File: src/rtl/hum_pkg.sv
// Shared types and defaults for the humidity channel control sequencer.
package hum_pkg;

  localparam int unsigned HUM_SAMPLE_W = 8;
  localparam int unsigned HUM_HYST_DEF = 2;

  typedef enum logic [2:0] {
    IDLE,
    WAIT_PERIOD,
    REQ,
    WAIT_SAMPLE,
    EVAL
  } hum_state_e;

endpackage

File: src/rtl/hum_hyst_eval.sv
// Combinational threshold/hysteresis decision for one humidity sample.
module hum_hyst_eval #(
  parameter int unsigned SAMPLE_W = 8,
  parameter int unsigned HYST     = 2
) (
  input  logic [SAMPLE_W-1:0] i_sample,
  input  logic [SAMPLE_W-1:0] i_low_thr,
  input  logic [SAMPLE_W-1:0] i_high_thr,
  input  logic                i_hum_on,
  input  logic                i_dehum_on,
  output logic                o_hum_on,
  output logic                o_dehum_on,
  output logic                o_bad_thr
);

  logic [SAMPLE_W:0] w_low_plus;
  logic [SAMPLE_W:0] w_low_lim;
  logic [SAMPLE_W:0] w_high_lim;
  logic [SAMPLE_W:0] w_s;
  logic [SAMPLE_W:0] w_hyst;

  assign w_s        = {1'b0, i_sample};
  assign w_hyst     = (SAMPLE_W+1)'(HYST);
  assign w_low_plus = {1'b0, i_low_thr} + w_hyst;

  // Release points saturate at the sample range limits.
  assign w_low_lim  = w_low_plus[SAMPLE_W] ? {1'b0, {SAMPLE_W{1'b1}}} : w_low_plus;
  assign w_high_lim = ({1'b0, i_high_thr} < w_hyst) ? '0 : ({1'b0, i_high_thr} - w_hyst);

  always_comb begin
    o_bad_thr  = 1'b0;
    o_hum_on   = 1'b0;
    o_dehum_on = 1'b0;
    if (i_low_thr >= i_high_thr) begin
      o_bad_thr = 1'b1;
    end else if (i_sample < i_low_thr) begin
      o_hum_on = 1'b1;
    end else if (i_sample > i_high_thr) begin
      o_dehum_on = 1'b1;
    end else begin
      o_hum_on   = i_hum_on && !(w_s >= w_low_lim);
      o_dehum_on = i_dehum_on && !(w_s <= w_high_lim);
    end
  end

endmodule

File: src/rtl/hum_ctrl_fsm.sv
// Humidity channel sequencer: schedules sample requests off the 1 s tick,
// applies hysteresis to each sample and drives humidifier/dehumidifier.
module hum_ctrl_fsm
  import hum_pkg::*;
#(
  parameter int unsigned SAMPLE_W  = HUM_SAMPLE_W,
  parameter int unsigned SEC_W     = 8,
  parameter int unsigned HYST      = HUM_HYST_DEF,
  parameter int unsigned TIMEOUT_S = 3
) (
  input  logic                i_pclk,
  input  logic                i_presetn,
  input  logic                i_hum_en,
  input  logic [SEC_W-1:0]    i_sample_period,
  input  logic [SAMPLE_W-1:0] i_hum_low_thr,
  input  logic [SAMPLE_W-1:0] i_hum_high_thr,
  input  logic [SAMPLE_W-1:0] i_hum_sample,
  input  logic                i_hum_sample_valid,
  input  logic                i_count_eq_1s,
  output logic                o_hum_counter_en,
  output logic                o_hum_counter_clr,
  output logic                o_hum_sample_req,
  output logic                o_humidifier_on,
  output logic                o_dehumidifier_on,
  output logic [SAMPLE_W-1:0] o_hum_last,
  output logic                o_hum_err
);

  hum_state_e          r_state;
  logic [SEC_W-1:0]    r_sec_cnt;
  logic                r_clr;
  logic                r_req;
  logic                r_hum_on;
  logic                r_dehum_on;
  logic                r_err;
  logic [SAMPLE_W-1:0] r_last;
  logic [SAMPLE_W-1:0] r_low_thr;
  logic [SAMPLE_W-1:0] r_high_thr;

  logic [SEC_W:0]      w_sec_inc;
  logic [SEC_W:0]      w_period;
  logic                w_eval_hum;
  logic                w_eval_dehum;
  logic                w_eval_bad;

  assign w_sec_inc = {1'b0, r_sec_cnt} + 1'b1;
  assign w_period  = (i_sample_period == '0) ? (SEC_W+1)'(1) : {1'b0, i_sample_period};

  hum_hyst_eval #(
    .SAMPLE_W (SAMPLE_W),
    .HYST     (HYST)
  ) u_eval (
    .i_sample   (r_last),
    .i_low_thr  (r_low_thr),
    .i_high_thr (r_high_thr),
    .i_hum_on   (r_hum_on),
    .i_dehum_on (r_dehum_on),
    .o_hum_on   (w_eval_hum),
    .o_dehum_on (w_eval_dehum),
    .o_bad_thr  (w_eval_bad)
  );

  always_ff @(posedge i_pclk or negedge i_presetn) begin
    if (!i_presetn) begin
      r_state    <= IDLE;
      r_sec_cnt  <= '0;
      r_clr      <= 1'b0;
      r_req      <= 1'b0;
      r_hum_on   <= 1'b0;
      r_dehum_on <= 1'b0;
      r_err      <= 1'b0;
      r_last     <= '0;
      r_low_thr  <= '0;
      r_high_thr <= '0;
    end else begin
      r_clr <= 1'b0;
      r_req <= 1'b0;
      if (!i_hum_en) begin
        r_state    <= IDLE;
        r_sec_cnt  <= '0;
        r_hum_on   <= 1'b0;
        r_dehum_on <= 1'b0;
        r_err      <= 1'b0;
      end else begin
        unique case (r_state)
          IDLE: begin
            r_state   <= WAIT_PERIOD;
            r_clr     <= 1'b1;
            r_sec_cnt <= '0;
          end
          WAIT_PERIOD: begin
            if (i_count_eq_1s) begin
              if (w_sec_inc >= w_period) begin
                r_state <= REQ;
                r_req   <= 1'b1;
              end else begin
                r_sec_cnt <= r_sec_cnt + 1'b1;
              end
            end
          end
          REQ: begin
            r_state   <= WAIT_SAMPLE;
            r_clr     <= 1'b1;
            r_sec_cnt <= '0;
          end
          WAIT_SAMPLE: begin
            // A valid sample beats a coincident timeout tick.
            if (i_hum_sample_valid) begin
              r_state    <= EVAL;
              r_last     <= i_hum_sample;
              r_low_thr  <= i_hum_low_thr;
              r_high_thr <= i_hum_high_thr;
            end else if (i_count_eq_1s) begin
              if (w_sec_inc >= (SEC_W+1)'(TIMEOUT_S)) begin
                r_state    <= WAIT_PERIOD;
                r_clr      <= 1'b1;
                r_sec_cnt  <= '0;
                r_err      <= 1'b1;
                r_hum_on   <= 1'b0;
                r_dehum_on <= 1'b0;
              end else begin
                r_sec_cnt <= r_sec_cnt + 1'b1;
              end
            end
          end
          EVAL: begin
            r_state    <= WAIT_PERIOD;
            r_clr      <= 1'b1;
            r_sec_cnt  <= '0;
            r_hum_on   <= w_eval_hum;
            r_dehum_on <= w_eval_dehum;
            if (w_eval_bad) r_err <= 1'b1;
          end
          default: r_state <= IDLE;
        endcase
      end
    end
  end

  assign o_hum_counter_en  = (r_state == WAIT_PERIOD) || (r_state == WAIT_SAMPLE);
  assign o_hum_counter_clr = r_clr | i_count_eq_1s;
  assign o_hum_sample_req  = r_req;
  assign o_humidifier_on   = r_hum_on;
  assign o_dehumidifier_on = r_dehum_on;
  assign o_hum_last        = r_last;
  assign o_hum_err         = r_err;

endmodule

File: config.mk
export PLATFORM = sky130hd
export DESIGN_NAME = hum_ctrl_fsm
export DESIGN_NICKNAME = d
export VERILOG_FILES = /design/src/rtl/hum_pkg.sv /design/src/rtl/hum_hyst_eval.sv /design/src/rtl/hum_ctrl_fsm.sv
export SDC_FILE = /design/constraint.sdc
export NUM_CORES = 1
export LEC_CHECK = 0
export ABC_AREA = 1
export CORE_ASPECT_RATIO = 1.1
export CORE_UTILIZATION = 43
export CTS_CLUSTER_DIAMETER = 60
export CTS_CLUSTER_SIZE = 40
export DETAILED_ROUTE_END_ITERATION = 8
export PLACE_DENSITY = 0.62
export SLEW_MARGIN = 20
export SYNTH_ARGS = -nofsm -noshare
export SYNTH_HDL_FRONTEND = slang
export SYNTH_SLANG_ARGS = --single-unit
File: constraint.sdc
create_clock -name i_pclk -period 5.45 [get_ports i_pclk]
set_input_delay 1.09 -clock i_pclk [delete_from_list [all_inputs] [get_ports i_pclk]]
set_output_delay 1.09 -clock i_pclk [all_outputs]
set_load 0.05 [all_outputs]
==> results.cfg, run 1 <==
[setup_path]
timing.critical_path.to_type = output port
r2r_cells = 17
timing.critical_path.required_ps = 4360
crit_path_max_fanout = 5
path_common_cell = clkdlybuf4s50_1
critical_path_at_ps = 2600
timing.reg2reg.setup_slack_ps = 2700
critPathLaunchType = input port
critical-path-max-stage-delay_ps = 700
slowest_stage = clkdlybuf4s50_1
crit_path_cell_trace = clkdlybuf4s50_1 -> or2_2 -> clkdlybuf4s50_1
beginning_of_the_worst_register_to_register_path = r_sec_cnt[0]
path_class = in -> out
regToRegEndpoint = r_sec_cnt[0]

[routing]
drc = 0
avgViaCountPerCell = 5.04
routed_wirelength_microns = 8360
initialDrtViolationCount = 215
detailroute.via_count = 3218
antenna_violating_nets_post_route = 0
wl_per_cell_microns = 13.1
drt-pass1-iter-count = 4

[timing]
min_period_over_period = 0.676
pins_over_slew_limit = 0
slew_headroom = 0.370
fin_crit_ps = 3690
hold_viol = 0
timing.fmax_ghz = 0.271
setup_viol = 0
rsz0062_at_grt = no
totalNegativeSetupSlack_ps = 0
measured_slew_at_the_worst_slew_check_pin_ps = 944
timing.clock.skew_ps = 10.6

[hold_path]
worst_hold_path_type = reg -> reg
min_path_cells = 2
worst_hold_startpoint = o_hum_err
hold-path-endpoint = o_hum_err

[global_route]
grt_start_max_net_pins = 44
first_pass_grt_wire_length_microns = 14300
grt_pass1_vias = 3072
grt_antenna_before_repair = 0
grt.overflow.total = 0
gr-usage-all-layers = 0.220

[logic_synthesis]
yosys_register_bits = 40
syn_area_sq_um = 3450
synthCells = 482
synth_top_area_share = 0.290
synth.lib_cells_used.distinct = 39
synth.largest_area_cell = dfrtp_1
syn-mean-instance-area_sq_um = 7.17
synth.area.top_cells = dfrtp_1 29%, ha_1 18%, nand2_1 14%, inv_1 6.4%, a21oi_1 4.3%
postSynthNetCount = 570
synth_warnings = 0
synth-seq-area-share = 0.290

[power]
power_density_nw_per_um2 = 509
power.ir.vdd_worst_mv = 0.326
cellLeakagePower_nw = 2.14
power.total_mw = 2.11

[layout]
areaGrowthSynthToFinish_pct = 20.1
antenna_cells_inserted = 0
finish.net_count = 620
layout_commonest_cell = nand2_1
final_util = 0.546
layout-drive-gt1-share = 0.0807
layout_common_cells = 133 x nand2_1, 59 x inv_1, 51 x ha_1, 49 x clkdlybuf4s50_1

[clock_tree]
cts_sink_count = 40
bufs_on_longest_clock_path = 2
cts_hold_repair.buffers = 0
root_buffer = clkbuf_8
postCtsResizedCells = 0
clk_transition_reported_paths_ps = 80
cts-buffers-inserted = 5
clk_latency_ps = 300
cts_tree = yes
postCtsSetupBuffers = 0
cts_max_level = 2

[floorplan]
floorplan.initialDensity = 0.455
fp.dieH_microns = 96.0
floorplan.rows = 33
die_width_microns = 87.5
die_area_sq_um = 8400
core-area_sq_um = 7600
pin_count = 51

[placed_design]
io_buffers = 50
place_congestion = 0.841
detailed_place_hpwl_microns = 6520

[flow_run]
max_cap_viol_count = 0

[run_status]
run_status = completed
[cells by family after synthesis]
kind of cell,synth area share
adders and majority gates,0.185
buffers and inverters,0.0862
DFF,0.290
AOI/OAI and AO/OA,0.131
and+or+nand+nor,0.308
[worst max path at each step]
| stage | start | end | cells past startpoint |
|---|---|---|---|
| floorplan | i_count_eq_1s | o_hum_counter_clr | 1 |
| detailed placement | i_count_eq_1s | o_hum_counter_clr | 3 |
| global route | i_count_eq_1s | o_hum_counter_clr | 3 |
| finish | i_count_eq_1s | o_hum_counter_clr | 3 |
| CTS | i_count_eq_1s | o_hum_counter_clr | 3 |
| global placement | i_count_eq_1s | o_hum_counter_clr | 3 |
[layout make-up]
class,instances,area [sq um]
Clock inverter,3,42.5
Multi-Input combinational cell,369,2160
Inverter,66,253
Clock buffer,5,68.8
Tap cell,105,131
Timing Repair Buffer,50,495
Sequential cell,40,1000
Fill cell,764,3450
[routing by layer]
metal,wire length [microns],global-route usage
met1,4210,0.318
met2,3700,0.346
met3,340,0.0257
met4,101,0.0601
met5,0,0
[power breakdown]
group / internal [mW] / leakage (nW) / total, mW / switching (mW)
Combinational: 0.505 / 1.58 / 1.30 / 0.800
Clock: 0.136 / 0.0541 / 0.250 / 0.114
Sequential: 0.406 / 0.502 / 0.558 / 0.152
[critical path: cells and delay by family]
family                 cells  cell delay, ps
and+or+nand+nor            1             320
buffers and inverters      2            1190
[sequential cells by signal (all words and copies together) (netlist names), 3 cells and up]
name,flops
o_hum_last,8
r_state,3
r_sec_cnt,8
r_high_thr,8
r_low_thr,8
[Yosys cell counts, drive strengths merged]
cell type	count
nand2	139
inv	65
ha	51
nor2	47
dfrtp	40
o21ai	37
a21oi	30
nand3	27
nand4	10
buf	5
nor3	4
or2	4
nor4	3
a31oi	2
clkbuf	2
nand3b	2
o211ai	2
o21a	2
o21bai	2
a21boi	1
a21o	1
a41o	1
and2	1
and3	1
clkinv	1
o22ai	1
o31ai	1
[per-stage QoR]
stage | instances | hold slack, ps | setup WS (ps) | instance area (sq um)
3_3_place_gp | 630 | 468 | 1780 | 4040
2_1_floorplan | 482 | 519 | 2860 | 3450
3_5_place_dp | 630 | 468 | 1780 | 4040
4_1_cts | 638 | 487 | 1770 | 4150
5_1_grt | 638 | 524 | 1710 | 4150
6_report | 638 | 485 | 1760 | 4150
(Power assumes the default switching activity.)
==> run 2: changes to the inputs <==
==> constraint.sdc (replaced) <==
create_clock -name i_pclk -period 3.6 [get_ports i_pclk]
set_input_delay 0.72 -clock i_pclk [delete_from_list [all_inputs] [get_ports i_pclk]]
set_output_delay 0.72 -clock i_pclk [all_outputs]
set_load 0.05 [all_outputs]
==> run 2 against run 1 <==
Compared with the run above:
- total power grew 58%
- sequential share of layout area shrank 0.43 points
- via count grew 0.75%
- worst hold slack worse by 200 ps
- cell area is 1.8% higher
- clock skew decreased by 5.3 ps
- die area unchanged
- non-clock buffer count increased by 2
- sequential power increased by 51%
- critical path type unchanged
- critical endpoint unchanged
- largest cell class unchanged
==> results.cfg, run 2 (synthesis results as in run 1) <==
[run_status]
run_status = completed

[routing]
drc = 0
routed_wirelength_microns = 8420
avgViaCountPerCell = 5.07
initialDrtViolationCount = 149
wl_per_cell_microns = 13.2
antenna_violating_nets_post_route = 0
drt-pass1-iter-count = 4
detailroute.via_count = 3242

[power]
power.share.switching = 0.484
comb_power_share = 0.592
cellLeakagePower_nw = 2.17
power_density_nw_per_um2 = 793
switchingPower_mw = 1.62
share_clk_of_total_power = 0.156
pwr-share-seq = 0.252
cellInternalPower_mw = 1.73
power.ir.vdd_worst_mv = 0.519

[setup_path]
timing.critical_path.required_ps = 2880
crit_path_max_fanout = 5
timing.reg2reg.setup_slack_ps = 850
beginning_of_the_worst_register_to_register_path = r_sec_cnt[0]
r2r_cells = 17
regToRegEndpoint = r_sec_cnt[0]
launching_instance_or_port_of_the_critical_path = i_count_eq_1s
critical_path_at_ps = 2210
critPathLaunchType = input port
path_class = in -> out
timing.critical_path.to_type = output port

[floorplan]
floorplan.initialDensity = 0.455
floorplan.rows = 33
pin_count = 51
die_area_sq_um = 8400
core-area_sq_um = 7600
fp.dieH_microns = 96.0
die_width_microns = 87.5

[timing]
final_critical_path_setup_slack_ps = 671
timing.fmax_ghz = 0.341
slew_headroom = 0.654
totalNegativeSetupSlack_ps = 0
measured_slew_at_the_worst_slew_check_pin_ps = 514
min_period_over_period = 0.814
timing.clock.skew_ps = 5.31
pins_over_slew_limit = 0
hold_viol = 0
rsz0062_at_grt = no
setup_viol = 0
fin_crit_ps = 2930

[clock_tree]
clk_latency_ps = 300
root_buffer = clkbuf_8
postCtsResizedCells = 0
cts-buffers-inserted = 5
clk_transition_reported_paths_ps = 90
cts_max_level = 2
bufs_on_longest_clock_path = 2
cts_sink_count = 40
postCtsSetupBuffers = 0
cts_hold_repair.buffers = 0
cts_tree = yes

[layout]
layout_common_cells = 133 x nand2_1, 59 x inv_1, 51 x ha_1, 49 x clkdlybuf4s50_1
layout-drive-gt1-share = 0.0841
layout_commonest_cell = nand2_1
areaGrowthSynthToFinish_pct = 22.2
finish.net_count = 622
non_filler_cell_area_final_sq_um = 4220
antenna_cells_inserted = 0

[global_route]
grt_pass1_vias = 2898
grt_antenna_before_repair = 0
gr-usage-all-layers = 0.215
grt.overflow.total = 0
grt_start_max_net_pins = 44
first_pass_grt_wire_length_microns = 13900

[placed_design]
io_buffers = 50
placed_cell_area_sq_um = 4040
detailed_place_hpwl_microns = 6520
detailedPlace.worstSlack_ps = 671
place_congestion = 0.853

[flow_run]
max_cap_viol_count = 0

[hold_path]
worst_hold_path_type = in -> async
==> run 2: cell types whose count changed in the layout (fill, tap and decap cells not counted), sizes merged <==
| cell | previous run | this run |
|---|---|---|
| buf | 1 | 3 |
| bufinv | 1 | 3 |
| clkinv | 2 | 1 |
| clkinvlp | 1 | 0 |
==> run 2: layer usage <==
layer / wire length [microns] / vias up / share of wire / track usage
li1: - / 1692 / - / -
met1: 4520 / 1479 / 0.54 / 0.322
met2: 3580 / 65 / 0.43 / 0.329
met3: 246 / 6 / 0.029 / 0.0266
met4: 71 / 0 / 0.0084 / 0.0464
met5: 0 / - / 0 / 0
==> run 2: per-stage QoR <==
step	power, mW	utilization	hold WS [ps]	cells
4_1_cts	3.36	0.553	482	639
6_report	3.35	0.556	286	640
5_1_grt	3.71	0.556	294	640
3_3_place_gp	2.76	0.532	461	631
3_5_place_dp	2.82	0.532	461	631
2_1_floorplan	2.25	-	424	482
==> run 2: power groups by stage <==
stage          clock, mW  combinational, mW  sequential [mW]
2_1_floorplan          0               1.31            0.941
3_3_place_gp           0               1.91            0.848
3_5_place_dp           0               1.97            0.845
4_1_cts            0.532               1.99            0.841
5_1_grt            0.551               2.29            0.863
6_report           0.524               1.98            0.842
==> run 2: critical path, stage by stage <==
cell and delay (ps):
clkdlybuf4s50_1 480, or2_2 310, clkdlybuf4s50_1 700
==> run 2: worst max-delay path by stage <==
stage | slack [ps] | to
2_1_floorplan | 1250 | r_sec_cnt[3]
3_3_place_gp | 690 | o_hum_counter_clr
3_5_place_dp | 670 | o_hum_counter_clr
4_1_cts | 670 | o_hum_counter_clr
5_1_grt | 520 | o_humidifier_on
6_report | 670 | o_hum_counter_clr
==> run 2: cell type report <==
class                           count  area, sq um
Timing Repair Buffer               52          523
Inverter                           66          253
Clock buffer                        5         68.8
Tap cell                          105          131
Multi-Input combinational cell    369         2160
Clock inverter                      3         90.1
Fill cell                         785         3370
Sequential cell                    40         1000
==> run 3: changes to the inputs <==
==> constraint.sdc (replaced) <==
create_clock -name i_pclk -period 3 [get_ports i_pclk]
set_input_delay 0.6 -clock i_pclk [delete_from_list [all_inputs] [get_ports i_pclk]]
set_output_delay 0.6 -clock i_pclk [all_outputs]
set_load 0.05 [all_outputs]
==> run 3 against run 2 <==
Compared with the run above:
- first-iteration DRC count is 19% higher
- flip-flop and latch count is the same
- sequential share of layout area is 0.36 points higher
- worst setup slack worse by 360 ps
- critical path type unchanged
- largest cell class unchanged
- highest routed layer unchanged
==> results.cfg, run 3 (synthesis results as in run 1) <==
[timing]
measured_slew_at_the_worst_slew_check_pin_ps = 956
timing.clock.skew_ps = 10.6
fin_crit_ps = 2690
hold_viol = 0
rsz0062_at_grt = no
setup_viol = 0
slew_headroom = 0.362
totalNegativeSetupSlack_ps = 0
timing.fmax_ghz = 0.371
min_period_over_period = 0.897
pins_over_slew_limit = 0

[global_route]
grt.overflow.total = 0
gr-usage-all-layers = 0.222
grt_start_max_net_pins = 41
first_pass_grt_wire_length_microns = 14400
grt_antenna_before_repair = 0
grt_pass1_vias = 3073

[power]
power.total_mw = 3.83
power.share.switching = 0.503
pwr-share-seq = 0.263
power.ir.vdd_worst_mv = 0.518
power_density_nw_per_um2 = 920
comb_power_share = 0.618
switchingPower_mw = 1.93
share_clk_of_total_power = 0.119
cellInternalPower_mw = 1.90
cellLeakagePower_nw = 2.14

[layout]
layout_common_cells = 133 x nand2_1, 59 x inv_1, 51 x ha_1, 49 x clkdlybuf4s50_1, 40 x nor2_1
finish.net_count = 622
footprint_of_the_multi_input_gates_sq_um = 2160
layout-drive-gt1-share = 0.0860
non_filler_cell_area_final_sq_um = 4160
layout_commonest_cell = nand2_1
sequential_cell_area_sq_um = 1000
areaGrowthSynthToFinish_pct = 20.5
filler_cell_count = 797
antenna_cells_inserted = 0

[setup_path]
critPathLaunchType = input port
path_depth = 3
crit_path_cell_trace = clkdlybuf4s50_1 -> or2_2 -> clkdlybuf4s50_1
timing.critical_path.required_ps = 2400
critical_path.n_buffers_inverters = 2
critical_path_at_ps = 2090
critical-path-max-stage-delay_ps = 700
r2r_cells = 19
slowest_stage = clkdlybuf4s50_1
launching_instance_or_port_of_the_critical_path = i_count_eq_1s
critPathTopFamily = buffers and inverters
timing.critical_path.to_type = output port
path_common_cell = clkdlybuf4s50_1
timing.reg2reg.setup_slack_ps = 350
regToRegEndpoint = o_dehumidifier_on
crit_path_max_fanout = 5
path_class = in -> out
beginning_of_the_worst_register_to_register_path = r_high_thr[1]
critical_path.endpoint = o_hum_counter_clr

[floorplan]
fp.dieH_microns = 96.0
core-area_sq_um = 7600
die_area_sq_um = 8400
die_width_microns = 87.5
pin_count = 51
floorplan.rows = 33
floorplan.initialDensity = 0.455

[clock_tree]
cts_max_level = 2
clk_transition_reported_paths_ps = 90
cts_tree = yes
cts-buffers-inserted = 5
cts_sink_count = 40
cts_hold_repair.buffers = 0
bufs_on_longest_clock_path = 2
clk_latency_ps = 300
root_buffer = clkbuf_8

[run_status]
run_status = completed

[routing]
avgViaCountPerCell = 5.10
antenna_violating_nets_post_route = 0
routed_wirelength_microns = 8550
drc = 0
drt-pass1-iter-count = 4
initialDrtViolationCount = 177
wl_per_cell_microns = 13.4
detailroute.via_count = 3263

[placed_design]
place_congestion = 0.827
io_buffers = 50
placed_cell_area_sq_um = 4050
detailed_place_hpwl_microns = 6740

[hold_path]
worst_hold_path_type = in -> async

[flow_run]
max_cap_viol_count = 0
-- run 3: cell types whose count changed in the layout (fill, tap and decap cells not counted), sizes merged --
| cell | before | now |
|---|---|---|
| clkinvlp | 0 | 1 |
| clkinv | 1 | 2 |
| bufinv | 3 | 1 |
-- run 3: power groups by stage --
| stage | clock network (mW) | registers (mW) | logic [mW] |
|---|---|---|---|
| after floorplan | 0 | 1.13 | 1.57 |
| after CTS | 0.462 | 1.00 | 2.38 |
| after detailed placement | 0 | 1.01 | 2.38 |
| after global routing | 0.485 | 1.04 | 2.75 |
| after global placement | 0 | 1.02 | 2.30 |
| final | 0.454 | 1.01 | 2.37 |
-- run 3: through the flow --
stage | instances | hold WS, ps | setup slack [ps] | utilization
2_1_floorplan | 482 | 304 | 652 | -
6_report | 640 | 451 | 308 | 0.548
3_3_place_gp | 632 | 461 | 322 | 0.533
5_1_grt | 640 | 495 | 15.7 | 0.548
4_1_cts | 640 | 485 | 307 | 0.548
3_5_place_dp | 632 | 465 | 308 | 0.533
-- run 3: metal layers --
metal  global-route usage  up-vias  wire [microns]
met5                    0        -               0
met4               0.0423        0              63
met3               0.0232        7             586
met2                0.374       99            3800
met1                0.309     1466            4090
li1                     -     1691               -
-- run 3: layout make-up --
class / instances / area share
multi-input combinational: 369 / 0.518
sequential: 40 / 0.241
timing repair buffer: 52 / 0.123
inverter: 66 / 0.0607
tap: 105 / 0.0316
clock buffer: 5 / 0.0165
clock inverter: 3 / 0.0102
-- run 3: what timing repair did --
| action | CTS | global route |
|---|---|---|
| resized for setup | 0 | 1 |
| setup endpoints to repair | 0 | 2 |
| setup buffers | 0 | 0 |
-- run 3: worst min path at each step --
stage                     slack [ps]       from                 to
after floorplan                  300  i_presetn  o_dehumidifier_on
after global placement           460  o_hum_err          o_hum_err
after detailed placement         470  o_hum_err          o_hum_err
after CTS                        490  i_presetn          o_hum_err
after global routing             500  o_hum_err          o_hum_err
final                            450  i_presetn       r_sec_cnt[1]
-- run 3: worst reg2reg max path, cell delays in order, from the launching register on --
cell	delay, ps
dfrtp_1	390
inv_1	180
ha_1	200
nand2_1	90
nor2_1	180
nand3_1	130
nor2_1	200
inv_1	120
o21ai_0	100
ha_1	260
a21oi_1	110
o21ai_0	90
o21bai_1	120
nand2_1	60
nand2_1	50
nand2_1	40
nand2_1	50
nand2_1	50
nand2_1	60
nand2_1	40
